## config.mk

```make
export PLATFORM = sky130hd
export DESIGN_NAME = exc_commit_ctrl
export DESIGN_NICKNAME = d
export VERILOG_FILES = /design/src/rtl/exc_commit_ctrl_pkg.sv /design/src/rtl/exc_commit_ctrl_int_sync.sv /design/src/rtl/exc_commit_ctrl.sv
export SDC_FILE = /design/constraint.sdc
export NUM_CORES = 1
export LEC_CHECK = 0
export CAP_MARGIN = 30
export CORE_MARGIN = 2
export CORE_UTILIZATION = 40
export CTS_CLUSTER_DIAMETER = 120
export CTS_CLUSTER_SIZE = 28
export DETAILED_ROUTE_END_ITERATION = 8
export PLACE_DENSITY = 0.86
export REMOVE_ABC_BUFFERS = 1
export SLEW_MARGIN = 20
export SYNTH_ARGS = -nofsm -noshare
export SYNTH_HDL_FRONTEND = slang
export SYNTH_SLANG_ARGS = --single-unit
export TNS_END_PERCENT = 5
```

## constraint.sdc

```tcl
create_clock -name clk -period 5.69 [get_ports clk]
set_clock_uncertainty 0.1 [all_clocks]
set_input_delay 1.707 -clock clk [delete_from_list [all_inputs] [get_ports clk]]
set_output_delay 1.707 -clock clk [all_outputs]
set_load 0.02 [all_outputs]
```

## src/rtl/exc_commit_ctrl_pkg.sv

```systemverilog
// Exception codes, exc_flags bit layout and priority table for the W-stage commit controller.
package exc_pkg;

    localparam logic [4:0] EXC_INT  = 5'h00;
    localparam logic [4:0] EXC_MOD  = 5'h01;
    localparam logic [4:0] EXC_TLBL = 5'h02;
    localparam logic [4:0] EXC_TLBS = 5'h03;
    localparam logic [4:0] EXC_ADEL = 5'h04;
    localparam logic [4:0] EXC_ADES = 5'h05;
    localparam logic [4:0] EXC_SYS  = 5'h08;
    localparam logic [4:0] EXC_BP   = 5'h09;
    localparam logic [4:0] EXC_RI   = 5'h0A;
    localparam logic [4:0] EXC_OV   = 5'h0C;

    // exc_flags bit indices; a lower index wins when several flags are set
    localparam int unsigned F_RI     = 0;
    localparam int unsigned F_OV     = 1;
    localparam int unsigned F_SYS    = 2;
    localparam int unsigned F_BP     = 3;
    localparam int unsigned F_ADEL   = 4;
    localparam int unsigned F_ADES   = 5;
    localparam int unsigned F_TLBL   = 6;
    localparam int unsigned F_TLBS   = 7;
    localparam int unsigned F_MOD    = 8;
    localparam int unsigned F_REFILL = 9;

    typedef enum logic {IDLE, COMMIT} state_t;

    typedef struct packed {
        logic [4:0]  code;
        logic [31:0] epc;
        logic        bd;
        logic [31:0] badv;
        logic        badv_en;
        logic        eret;
        logic        refill;
    } exc_rec_t;

    function automatic logic [4:0] flag_code(input int unsigned idx);
        case (idx)
            F_RI:     return EXC_RI;
            F_OV:     return EXC_OV;
            F_SYS:    return EXC_SYS;
            F_BP:     return EXC_BP;
            F_ADEL:   return EXC_ADEL;
            F_ADES:   return EXC_ADES;
            F_TLBL:   return EXC_TLBL;
            F_TLBS:   return EXC_TLBS;
            F_MOD:    return EXC_MOD;
            F_REFILL: return EXC_TLBL;
            default:  return EXC_RI;
        endcase
    endfunction

    // Address-class exceptions report the faulting address in BadVAddr
    function automatic logic flag_has_badv(input int unsigned idx);
        return (idx >= F_ADEL) && (idx <= F_REFILL);
    endfunction

endpackage

```

## src/rtl/exc_commit_ctrl_int_sync.sv

```systemverilog
// Per-bit flop-chain synchroniser for asynchronous interrupt lines; STAGES=0 is a wire.
module int_sync #(
    parameter int unsigned W      = 6,
    parameter int unsigned STAGES = 2
) (
    input  logic         clk,
    input  logic         rst,
    input  logic [W-1:0] d,
    output logic [W-1:0] q
);

    generate
        if (STAGES == 0) begin : g_bypass
            assign q = d;
        end else begin : g_chain
            logic [W-1:0] chain [STAGES];

            always_ff @(posedge clk) begin
                if (rst) begin
                    for (int unsigned i = 0; i < STAGES; i++) chain[i] <= '0;
                end else begin
                    chain[0] <= d;
                    for (int unsigned i = 1; i < STAGES; i++) chain[i] <= chain[i-1];
                end
            end

            assign q = chain[STAGES-1];
        end
    endgenerate

endmodule

```

## src/rtl/exc_commit_ctrl.sv

```systemverilog
// W-stage precise exception / interrupt / ERET commit controller with a one-cycle
// registered CP0 update record, pipeline flush and PC redirect.
module exc_commit_ctrl
    import exc_pkg::*;
#(
    parameter int unsigned NUM_HW_INT    = 6,
    parameter int unsigned SYNC_STAGES   = 2,
    parameter int unsigned N_EXC         = 10,
    parameter logic [31:0] EXC_VECTOR    = 32'hBFC0_0380,
    parameter logic [31:0] REFILL_VECTOR = 32'hBFC0_0200
) (
    input  logic                  clk,
    input  logic                  rst,
    input  logic                  inst_valid,
    input  logic                  stall_w,
    input  logic                  flush_w,
    input  logic [31:0]           pc,
    input  logic                  is_ds,
    input  logic [N_EXC-1:0]      exc_flags,
    input  logic [31:0]           bad_addr,
    input  logic                  is_eret,
    input  logic [31:0]           epc_in,
    input  logic [NUM_HW_INT-1:0] hw_int,
    input  logic [1:0]            sw_int,
    input  logic [NUM_HW_INT+1:0] status_im,
    input  logic                  status_ie,
    input  logic                  status_exl,
    output logic [NUM_HW_INT+1:0] cause_ip,
    output logic                  cp0_we,
    output logic [4:0]            cp0_exc_code,
    output logic [31:0]           cp0_epc,
    output logic                  cp0_bd,
    output logic                  badv_we,
    output logic [31:0]           cp0_badvaddr,
    output logic                  exl_set,
    output logic                  exl_clr,
    output logic                  redirect_valid,
    output logic [31:0]           redirect_pc
);

    logic [NUM_HW_INT-1:0] hw_sync;
    state_t                state;
    logic                  commit_ok;
    logic                  int_req;
    logic                  detect;
    exc_rec_t              rec;

    int_sync #(.W(NUM_HW_INT), .STAGES(SYNC_STAGES)) u_int_sync (
        .clk (clk),
        .rst (rst),
        .d   (hw_int),
        .q   (hw_sync)
    );

    assign cause_ip = {hw_sync, sw_int};

    always_comb begin
        commit_ok = inst_valid & !(stall_w & !flush_w) & !flush_w & (state == IDLE);
        int_req   = status_ie & !status_exl & (|(cause_ip & status_im));
        detect    = 1'b0;
        rec       = '0;
        // With EXL already set, EPC is rewritten with its current value so it is preserved
        rec.epc   = status_exl ? epc_in : (is_ds ? pc - 32'd4 : pc);
        rec.bd    = is_ds;
        if (int_req) begin
            detect   = 1'b1;
            rec.code = EXC_INT;
        end else if (pc[1:0] != 2'b00) begin
            detect      = 1'b1;
            rec.code    = EXC_ADEL;
            rec.badv    = pc;
            rec.badv_en = 1'b1;
        end else if (is_eret && (epc_in[1:0] != 2'b00)) begin
            detect      = 1'b1;
            rec.code    = EXC_ADEL;
            rec.badv    = epc_in;
            rec.badv_en = 1'b1;
        end else begin
            for (int unsigned i = 0; i < N_EXC; i++) begin
                if (!detect && exc_flags[i]) begin
                    detect      = 1'b1;
                    rec.code    = flag_code(i);
                    rec.badv_en = flag_has_badv(i);
                    rec.badv    = flag_has_badv(i) ? bad_addr : '0;
                    rec.refill  = (i == F_REFILL);
                end
            end
        end
        rec.eret = is_eret & !detect;
    end

    // The output registers are the commit record: loaded on IDLE->COMMIT, cleared otherwise
    always_ff @(posedge clk) begin
        cp0_we         <= 1'b0;
        cp0_exc_code   <= '0;
        cp0_epc        <= '0;
        cp0_bd         <= 1'b0;
        badv_we        <= 1'b0;
        cp0_badvaddr   <= '0;
        exl_set        <= 1'b0;
        exl_clr        <= 1'b0;
        redirect_valid <= 1'b0;
        redirect_pc    <= '0;
        if (rst) begin
            state <= IDLE;
        end else begin
            case (state)
                IDLE: begin
                    if (commit_ok && (detect || is_eret)) begin
                        state          <= COMMIT;
                        cp0_we         <= !rec.eret;
                        exl_set        <= !rec.eret;
                        exl_clr        <= rec.eret;
                        cp0_exc_code   <= rec.eret ? '0 : rec.code;
                        cp0_epc        <= rec.eret ? '0 : rec.epc;
                        cp0_bd         <= !rec.eret & rec.bd;
                        badv_we        <= rec.badv_en;
                        cp0_badvaddr   <= rec.badv;
                        redirect_valid <= 1'b1;
                        redirect_pc    <= rec.eret ? epc_in :
                                          (rec.refill && !status_exl) ? REFILL_VECTOR : EXC_VECTOR;
                    end
                end
                COMMIT:  state <= IDLE;
                default: state <= IDLE;
            endcase
        end
    end

endmodule

```

# Word level (Yosys, flattened, before mapping)
# Memories as Yosys holds them, arrays and structs flattened.
# Index checks and enable logic that the tools add are counted.
[classes]
addsub = 1
bitwise = 13
n_reduce_logical = 39
muxes = 75
[ops]
columns = ["cell", "count"]
rows = [
  ["$mux W33", 8],
  ["$mux W32", 3],
  ["$mux W1", 48],
  ["$sub A32 B3 Y32 const B", 1],
  ["$mux W3", 8],
  ["$mux W4", 4],
  ["$reduce_or A16 Y1", 1],
  ["$reduce_or A8 Y1", 2],
  ["$logic_not A1 Y1", 14],
  ["$reduce_or A13 Y1", 1],
  ["$logic_and A1 B1 Y1", 12],
  ["$mux W6", 2],
  ["$mux W9", 1],
  ["$and A1 B1 Y1", 8],
  ["$and A8 B8 Y8", 1],
  ["$reduce_or A4 Y1", 2],
  ["$reduce_or A7 Y1", 1],
  ["$reduce_or A5 Y1", 1],
  ["$reduce_bool A2 Y1", 2],
  ["$reduce_or A3 Y1", 1],
  ["$not A1 Y1", 2],
  ["$or A1 B1 Y1", 2],
  ["$pmux W1 S2", 1],
  ["$reduce_or A2 Y1", 1],
  ["$logic_or A1 B1 Y1", 1],
]
[totals]
reg_bits = 107
mem_bits_rw = 12
input_bits = 131
output_inout_bits = 115
mem_count = 1
word_cells = 143
[memory_table]
columns = ["memory", "depth", "word_bits", "rd", "rd_ports_with_merged_regs", "write_ports", "line", "text"]
rows = [
  ["u_int_sync.g_chain.chain", 2, 6, 2, 0, 2, "exc_commit_ctrl_int_sync.sv:16", "logic [W-1:0] chain [STAGES];"],
]

# Longest topological paths before layout
# Gate-level depths: netlist (run 1).
[logic_depth]
ltp_word = 63
mapped_depth = 7
ltp_nobuf = 7

# Cells and area by module
# Synthesis (run 1) repeated with hierarchy kept, for this count alone.
[hier_totals]
hier_cells = 547
hier_area_um2 = 4991.0
[by_module_without_submodules]
columns = ["mod", "instances", "cells_each", "seq_area_each_um2", "area_per_inst_um2"]
rows = [
  ["exc_commit_ctrl", 1, 516, 2102.0, 4579.4],
  ["int_sync", 1, 31, 240.2, 411.6],
]

# Worst setup path before layout (run 1)
# OpenSTA, ideal clock, no wires.
[synth_timing]
path_type = "input to output"
startpoint = "input port sw_int[0]"
endpoint = "output port cause_ip[0]"
setup_slack_ns = 2.042
n_path_buf = 1
t_required_ns = 3.883
arrival_ns = 1.841
path_stages = 1
cell_sequence = "buf_4"
[synth_rtl]
columns = ["item", "line", "text"]
rows = [
  ["start: declaration", "exc_commit_ctrl.sv:24", "input logic [1:0] sw_int,"],
  ["end: declaration", "exc_commit_ctrl.sv:28", "output logic [NUM_HW_INT+1:0] cause_ip,"],
]
# No word-level cell between the ends.

# Final worst setup path (run 1)
[layout_timing]
startpoint = "input port sw_int[1]"
endpoint = "output port cause_ip[1]"
# No word-level cell between the ends.

==> flow_summary.yaml, run 1 <==
logic_synthesis:
  synthArstFlopShare: 0
  ys_seq_area_frac: 0.490
  synth_top_area_cell: "dfxtp_1"
  ys_top_cells_by_count: "117 x dfxtp_1, 69 x nor2_1, 39 x nor3_1, 30 x a221oi_1, 22 x xnor2_1"
  yosysWarnings: 0
  yosys.area.top_type_share: 0.490
  ys_ff_latch: 117
  yosysMostFrequentCell: "dfxtp_1"
  synth_edf_count: 0
  synthCells: 515
  synth_area_per_cell_um2: 9.28
  yosysUniqueCellTypes: 53
  synthTopCellsByArea: "dfxtp_1 49%, a221oi_1 5.5%, nor2_1 5.4%, nor3_1 4.1%, xnor2_1 4.0%"
  ys.flop_type: "dfxtp_1"
  netlist_area_um2: 4780
sta:
  finalCritPeriodShare: 0.812
  timing_hold_violations_final: 0
  slew_violations: 0
  grt_setup_unrepaired: "false"
  min_period_ps: 4620
  timing.fmax_ghz: 0.216
  tns_ps: 0
  setup_viol: 0
  relSlewSlack: 0.419
  tightest_slew_ps: 860
routing:
  m1WireLength_mm: 6.09
  met2_length_mm: 8.74
  highest_layer: "met4"
  drt-pass1-iter-count: 4
  ant_nets: 0
  drc: 0
  num_vias: 4827
  drt_iter0_markers: 368
  routed_wirelength_mm: 16.7
  avgViaCountPerCell: 5.36
  wl_met3_mm: 1.54
  wl_per_cell_um: 18.5
critical_path:
  crit_cells: 2
  worstReg2RegEnd: "cp0_epc[25]$_SDFF_PP0_"
  cp-start-kind: "primary input"
  crit_path_max_fanout: 2
  r2r_slack_ps: 3240
  crit_buf_inv: 2
  crit_family: "buffers and inverters"
  cp-startpoint: "sw_int[1]"
  cp-endpoint: "cause_ip[1]"
  critPathArrivalTime_ps: 2810
  cpMostUsedCell: "clkdlybuf4s50_1"
  cpMaxStageDelayCell: "clkdlybuf4s50_1"
  cp.required_ps: 3880
  slowest_delay_ps: 620
  reg2reg_depth: 6
  crit_chain: "clkdlybuf4s50_1 -> clkdlybuf4s50_1"
  critical_path_class: "primary input to output port"
  rr_startpoint: "u_int_sync.g_chain.chain[0][9]$_SDFF_PP0_"
  critPathCaptureType: "output port"
grt:
  grt_pass1_wl_mm: 25.9
  antenna_found_initial: 0
  grt_max_degree: 35
  grt_pass1_vias: 5154
  grtUsageTotal: 0.260
  grt_overflow: 0
clocking:
  clockRootBuffer: "clkbuf_16"
  postCtsSetupRepairBufs: 0
  cts_tree: "done"
  cts.sinks: 117
  htree_num_levels: 4
  cts_resized: 0
  cts_buffer_depth: 2
  hold_buffers: 0
  clk_pin_slew_ps: 50
  cts_buffers: 17
  insertion_delay_ps: 410
floorplanning:
  die_w_um: 113
  coreArea_um2: 11500
  start_util: 0.415
  chipHeight_um: 113
  io_pins: 246
  die-area_um2: 12800
  fp-row-count: 39
pwr:
  p_switching_uw: 480
  powerDensity_nw_per_um2: 270
  intPower_mw: 1.63
  switching_share: 0.227
  combPwrFrac: 0.129
  leakage_nw: 2.97
  p_total_mw: 2.11
  clkPwrFrac: 0.472
  pwr-share-seq: 0.399
  ir_worst_vdd_mv: 0.253
hold_path:
  hp-class: "register to register"
cells_and_area:
  synthToLayoutAreaGrowth_pct: 64.2
  fin_nets: 881
  drive_above_1_share: 0.0699
  n_antenna_cell: 0
placement:
  place_congestion: 0.834
  hpwl_mm: 11.9
  port_buffers: 244
outcome:
  outcome: "finished, final reports clean"
job:
  maxCapViolCount: 0
[layout by cell type (no fill, tap or decap), types with 7 or more instances in the layout]
| master | n |
|---|---|
| a211oi_1 | 7 |
| a21oi_1 | 21 |
| a221oi_1 | 30 |
| and2_1 | 20 |
| buf_4 | 7 |
| clkbuf_16 | 17 |
| clkdlybuf4s50_1 | 244 |
| dfxtp_1 | 117 |
| inv_1 | 18 |
| mux2i_1 | 9 |
| nand2_1 | 19 |
| nor2_1 | 67 |
| nor2b_1 | 12 |
| nor3_1 | 39 |
| o21ai_0 | 15 |
| xnor2_1 | 22 |
[power groups by stage]
stage | Clock (mW) | Combinational (mW) | Sequential, mW
global placement | 0 | 0.264 | 0.859
finish | 0.997 | 0.273 | 0.843
global route | 1.05 | 0.292 | 0.844
floorplan | 0 | 0.0742 | 0.878
detailed placement | 0 | 0.270 | 0.860
CTS | 1.01 | 0.273 | 0.843
[cells by family after synthesis]
| kind of cell | count (synthesis) | share of synthesized area |
|---|---|---|
| adder cells (fa/ha/maj) | 1 | 0.00262 |
| AND/OR/NAND/NOR | 204 | 0.233 |
| other | 1 | 0.000785 |
| XOR/XNOR | 27 | 0.0495 |
| flip-flops | 117 | 0.490 |
| buffers and inverters | 58 | 0.0568 |
| AO/OA/AOI/OAI | 98 | 0.148 |
| multiplexers | 9 | 0.0189 |
[area by class of cell]
type | count | area, um^2
multi-input combinational | 342 | 2190
timing repair buffer | 252 | 2510
clock buffer | 22 | 464
fill | 902 | 3670
clock inverter | 6 | 80.1
sequential | 117 | 2340
inverter | 19 | 71.3
tap | 143 | 179
[worst min-delay path by stage]
stage	start	to	slack [ps]	cells after the start
floorplan	u_int_sync.g_chain.chain[0][4]$_SDFF_PP0_	u_int_sync.g_chain.chain[0][10]$_SDFF_PP0_	310	1
global placement	u_int_sync.g_chain.chain[0][5]$_SDFF_PP0_	u_int_sync.g_chain.chain[0][11]$_SDFF_PP0_	320	1
detailed placement	u_int_sync.g_chain.chain[0][5]$_SDFF_PP0_	u_int_sync.g_chain.chain[0][11]$_SDFF_PP0_	320	1
CTS	u_int_sync.g_chain.chain[0][1]$_SDFF_PP0_	u_int_sync.g_chain.chain[0][7]$_SDFF_PP0_	340	1
global route	u_int_sync.g_chain.chain[0][4]$_SDFF_PP0_	u_int_sync.g_chain.chain[0][10]$_SDFF_PP0_	370	1
finish	u_int_sync.g_chain.chain[0][1]$_SDFF_PP0_	u_int_sync.g_chain.chain[0][7]$_SDFF_PP0_	340	1
[per-layer routing]
layer,GRT usage,vias up
li1,-,2271
met3,0.0986,26
met1,0.272,2302
met4,0.110,0
met2,0.467,228
met5,0,-
[flip-flops by register name, indices dropped and copies added, names as in the netlist]
signal / flops
cp0_bd: 1
cp0_epc: 32
exl_set: 1
redirect_valid: 1
exl_clr: 1
redirect_pc: 32
u_int_sync.g_chain.chain: 12
cp0_exc_code: 4
cp0_badvaddr: 32
badv_we: 1
[stage by stage]
step           cell area, um^2  setup slack [ps]  cells  hold slack, ps   util
5_1_grt                   7840              1060    901             366  0.681
2_1_floorplan             4580               709    478             314      -
6_report                  7840              1070    901             335  0.681
3_5_place_dp              7300              1070    873             324  0.634
4_1_cts                   7840              1060    901             341  0.681
3_3_place_gp              7300              1080    873             316  0.634
(Power assumes the default switching activity.)
==> run 2: changes to the inputs <==
CORE_UTILIZATION = 36   (was 40)
PLACE_DENSITY = 0.82   (was 0.86)
clock period = 4 ns   (was 5.69 ns; I/O delays follow)
==> run 2 against run 1 <==
  * Die area increased by 11%
  * Critical path depth is the same
  * Clock power grew 56%
  * Largest power group unchanged
  * Critical endpoint unchanged
  * Hold slack better by 8.1 ps
  * Register-to-register slack worse by 1200 ps
  * Clock-buffer cell count down 2
  * Global-route usage fell by 1.8 points
  * Via count increased by 0.50%
  * Largest cell class unchanged
  * Utilization shrank 7.0 points
  * Sequential power grew 42%
==> flow_summary.yaml, run 2 (synthesized netlist as in run 1, its figures left out) <==
clocking:
  cts_resized: 0
  cts_buffer_depth: 2
  hold_buffers: 0
  cts_tree: "done"
  cts_buffers: 17
  cts.sinks: 117
  insertion_delay_ps: 420
  clockRootBuffer: "clkbuf_16"
  clk_pin_slew_ps: 50
  htree_num_levels: 4
  postCtsSetupRepairBufs: 0
critical_path:
  crit_family: "buffers and inverters"
  crit_buf_inv: 2
  critPathArrivalTime_ps: 2290
  critPathCaptureType: "output port"
  crit_path_max_fanout: 2
  cp-start-kind: "primary input"
  cpMaxStageDelayCell: "clkdlybuf4s50_1"
  cp.required_ps: 2700
  slowest_delay_ps: 600
  crit_chain: "clkdlybuf4s50_1 -> clkdlybuf4s50_1"
  cpMostUsedCell: "clkdlybuf4s50_1"
  critical_path_class: "primary input to output port"
pwr:
  pwr-share-seq: 0.380
  intPower_mw: 2.41
  p_total_mw: 3.15
  combPwrFrac: 0.125
  powerDensity_nw_per_um2: 394
  clkPwrFrac: 0.495
  p_switching_uw: 746
  ir_worst_vdd_mv: 0.246
  leakage_nw: 3.02
  switching_share: 0.237
sta:
  grt_setup_unrepaired: "false"
  min_period_ps: 3590
  setup_viol: 0
  tightest_slew_ps: 643
  finalCritPeriodShare: 0.897
  relSlewSlack: 0.567
  timing_hold_violations_final: 0
  timing.fmax_ghz: 0.279
  slew_violations: 0
floorplanning:
  die_w_um: 119
  chipHeight_um: 119
  fp-row-count: 42
  io_pins: 246
  die-area_um2: 14200
  coreArea_um2: 13100
  start_util: 0.365
cells_and_area:
  n_antenna_cell: 0
  stdcell_count: 945
  drive_above_1_share: 0.0858
  fin_nets: 888
  largestRegisters: "cp0_badvaddr x32, cp0_epc x32, redirect_pc x32"
  multi_input_area_um2: 2190
  mostFrequentLayoutCells: "244 x clkdlybuf4s50_1, 117 x dfxtp_1, 67 x nor2_1"
  final_common_cell: "clkdlybuf4s50_1"
  final_area_um2: 8000
  synthToLayoutAreaGrowth_pct: 67.5
  n_fill_cell: 1063
  final_util: 0.611
  register_area_um2: 2340
grt:
  antenna_found_initial: 0
  grt_overflow: 0
  grtUsageTotal: 0.242
  grt_pass1_vias: 5012
  grt_pass1_wl_mm: 26.5
  grt_max_degree: 42
placement:
  hpwl_mm: 12.3
  placed_cell_area_um2: 7390
  place_congestion: 0.828
  post-place-cells: 913
  port_buffers: 244
routing:
  routed_wirelength_mm: 17.1
  avgViaCountPerCell: 5.13
  ant_nets: 0
  wl_per_cell_um: 18.1
  drt_iter0_markers: 330
  num_vias: 4851
  drt-pass1-iter-count: 5
  drc: 0
job:
  maxCapViolCount: 0
outcome:
  outcome: "finished, final reports clean"
hold_path:
  hp-class: "register to register"
==> run 2: cell types whose count changed in the layout (fill, tap and decap cells not counted), sizes merged <==
cell      before  now
bufinv         2    3
inv           19   20
clkbuf        22   20
buf            8   15
clkinvlp       0    4
==> run 2: worst paths after layout <==
path	startpoint	to	slack (ps)	depth (start not counted)
setup / recovery	sw_int[1]	cause_ip[1]	410	2
hold / removal	u_int_sync.g_chain.chain[0][4]$_SDFF_PP0_	u_int_sync.g_chain.chain[0][10]$_SDFF_PP0_	340	1
setup reg to reg	redirect_valid$_SDFF_PP0_	cp0_badvaddr[10]$_SDFF_PP0_	2030	5
hold reg to reg	u_int_sync.g_chain.chain[0][4]$_SDFF_PP0_	u_int_sync.g_chain.chain[0][10]$_SDFF_PP0_	340	1
==> run 2: power by group through the flow <==
stage / registers [mW] / logic, mW / clock network (mW)
after global placement: 1.22 / 0.382 / 0
final: 1.20 / 0.394 / 1.56
after detailed placement: 1.22 / 0.391 / 0
after floorplan: 1.25 / 0.106 / 0
after CTS: 1.20 / 0.394 / 1.59
after global routing: 1.20 / 0.421 / 1.64
==> run 2: metal layers <==
metal / share of wire / global-route usage / vias up / wire length [um]
met2: 0.51 / 0.439 / 236 / 8800
met4: 0.011 / 0.0796 / 0 / 193
li1: - / - / 2288 / -
met3: 0.089 / 0.0781 / 16 / 1520
met5: 0 / 0 / - / 0
met1: 0.39 / 0.265 / 2311 / 6620
==> run 2: stage by stage <==
| step | setup TNS, ps | hold slack [ps] | setup WS [ps] |
|---|---|---|---|
| floorplan | -10580 | 314 | -474 |
| global placement | 0 | 321 | 407 |
| detailed placement | 0 | 332 | 417 |
| CTS | 0 | 347 | 408 |
| global route | 0 | 362 | 380 |
| finish | 0 | 343 | 412 |
==> run 2: area by class of cell <==
class                   count  share of cell area
repair buffers            259               0.321
flip-flops and latches    117               0.293
multi-input cells         342               0.274
clock buffers              20              0.0571
well taps                 176              0.0275
clock inverters            12              0.0191
inverters                  19             0.00891
==> run 3: changes to the inputs <==
CTS_CLUSTER_DIAMETER = 150   (was 120)
MAX_ROUTING_LAYER = met4   (was not set)
==> run 3 against run 2 <==
  * Hold slack better by 0.56 ps
  * Clock-buffer cell count stayed put
  * Global-route usage is 0.72 points higher
  * Critical path depth stayed put
  * Maximum frequency hardly changed
  * Setup slack worse by 1.2 ps
  * Wire length hardly changed
  * Utilization stayed put
  * Clock power hardly changed
  * Sequential share of layout area stayed put
  * Cell count stayed put
==> flow_summary.yaml, run 3 (synthesized netlist as in run 1, its figures left out) <==
outcome:
  outcome: "finished, final reports clean"
critical_path:
  critPathArrivalTime_ps: 2290
  crit_chain: "clkdlybuf4s50_1 -> clkdlybuf4s50_1"
  cp-start-kind: "primary input"
  crit_path_max_fanout: 2
  critPathCaptureType: "output port"
  cpMaxStageDelayCell: "clkdlybuf4s50_1"
  cp.required_ps: 2700
  cp-startpoint: "sw_int[0]"
  crit_buf_inv: 2
  worstReg2RegEnd: "cp0_badvaddr[2]$_SDFF_PP0_"
  critical_path_class: "primary input to output port"
  r2r_slack_ps: 2020
  cpMostUsedCell: "clkdlybuf4s50_1"
  rr_startpoint: "redirect_valid$_SDFF_PP0_"
  crit_cells: 2
  crit_family: "buffers and inverters"
  reg2reg_depth: 5
  cp-endpoint: "cause_ip[0]"
  slowest_delay_ps: 610
placement:
  place_congestion: 0.840
  port_buffers: 244
  place_ws_ps: 417
  hpwl_mm: 12.3
routing:
  avgViaCountPerCell: 5.24
  drt-pass1-iter-count: 5
  routed_wirelength_mm: 17.1
  drc: 0
  wl_per_cell_um: 18.1
  num_vias: 4953
  ant_nets: 0
  drt_iter0_markers: 376
cells_and_area:
  final_common_cell: "clkdlybuf4s50_1"
  synthToLayoutAreaGrowth_pct: 67.5
  n_antenna_cell: 0
  drive_above_1_share: 0.0858
  register_area_um2: 2340
  n_fill_cell: 1063
  mostFrequentLayoutCells: "244 x clkdlybuf4s50_1, 117 x dfxtp_1, 67 x nor2_1"
  largestRegisters: "cp0_badvaddr x32, cp0_epc x32, redirect_pc x32"
  multi_input_area_um2: 2190
  fin_nets: 888
pwr:
  clkPwrFrac: 0.495
  p_switching_uw: 750
  powerDensity_nw_per_um2: 395
  switching_share: 0.238
  combPwrFrac: 0.125
  pwr-share-seq: 0.379
  leakage_nw: 3.02
  ir_worst_vdd_mv: 0.245
  intPower_mw: 2.41
floorplanning:
  start_util: 0.365
  fp-row-count: 42
  die-area_um2: 14200
  chipHeight_um: 119
  io_pins: 246
  die_w_um: 119
  coreArea_um2: 13100
clocking:
  cts_resized: 0
  cts.sinks: 117
  htree_num_levels: 4
  insertion_delay_ps: 420
  clockRootBuffer: "clkbuf_16"
  cts_tree: "done"
  cts_buffers: 17
  postCtsSetupRepairBufs: 0
  clk_pin_slew_ps: 50
  hold_buffers: 0
  cts_buffer_depth: 2
sta:
  timing.fmax_ghz: 0.279
  tns_ps: 0
  setup_viol: 0
  relSlewSlack: 0.582
  grt_setup_unrepaired: "false"
  setup_ws_ps: 411
  slew_violations: 0
  min_period_ps: 3590
  tightest_slew_ps: 626
  whs_ps: 344
  timing_hold_violations_final: 0
  finalCritPeriodShare: 0.897
job:
  maxCapViolCount: 0
grt:
  grt_pass1_wl_mm: 26.4
  grt_max_degree: 42
  grt_pass1_vias: 5031
  grtUsageTotal: 0.249
  antenna_found_initial: 0
  grt_overflow: 0
hold_path:
  hp-class: "register to register"
  hold_path_startpoint: "u_int_sync.g_chain.chain[0][4]$_SDFF_PP0_"
run 3: final cells by class:
type / instances / share of cell area
inverters: 19 / 0.00891
multi-input cells: 342 / 0.274
well taps: 176 / 0.0275
clock buffers: 20 / 0.0571
repair buffers: 259 / 0.321
clock inverters: 12 / 0.0191
flip-flops and latches: 117 / 0.293
run 3: how the worst min path moves through the flow:
stage          depth (start not counted)                                         end  slack [ps]
2_1_floorplan                          1  u_int_sync.g_chain.chain[0][10]$_SDFF_PP0_         310
3_3_place_gp                           1  u_int_sync.g_chain.chain[0][10]$_SDFF_PP0_         320
3_5_place_dp                           1  u_int_sync.g_chain.chain[0][10]$_SDFF_PP0_         330
4_1_cts                                1  u_int_sync.g_chain.chain[0][10]$_SDFF_PP0_         350
5_1_grt                                1  u_int_sync.g_chain.chain[0][10]$_SDFF_PP0_         360
6_report                               1  u_int_sync.g_chain.chain[0][10]$_SDFF_PP0_         340
run 3: through the flow:
stage | area, um^2 | cells | util | total power, mW
5_1_grt | 8000 | 945 | 0.611 | 3.26
4_1_cts | 8000 | 945 | 0.611 | 3.18
2_1_floorplan | 4580 | 478 | - | 1.35
6_report | 8000 | 945 | 0.611 | 3.16
3_3_place_gp | 7390 | 913 | 0.565 | 1.60
3_5_place_dp | 7390 | 913 | 0.565 | 1.61
run 3: metal layers:
layer	global-route usage	vias to the layer above	routed length, um
met5	-	-	0
met2	0.440	261	8770
met1	0.269	2377	6740
met4	0.0885	0	297
li1	-	2286	-
met3	0.0656	29	1310
run 3: power groups by stage:
| stage | clock (mW) | combinational, mW | sequential [mW] |
|---|---|---|---|
| 6_report | 1.56 | 0.395 | 1.20 |
| 5_1_grt | 1.64 | 0.421 | 1.20 |
| 4_1_cts | 1.59 | 0.394 | 1.20 |
| 3_5_place_dp | 0 | 0.391 | 1.22 |
| 3_3_place_gp | 0 | 0.382 | 1.22 |
| 2_1_floorplan | 0 | 0.106 | 1.25 |
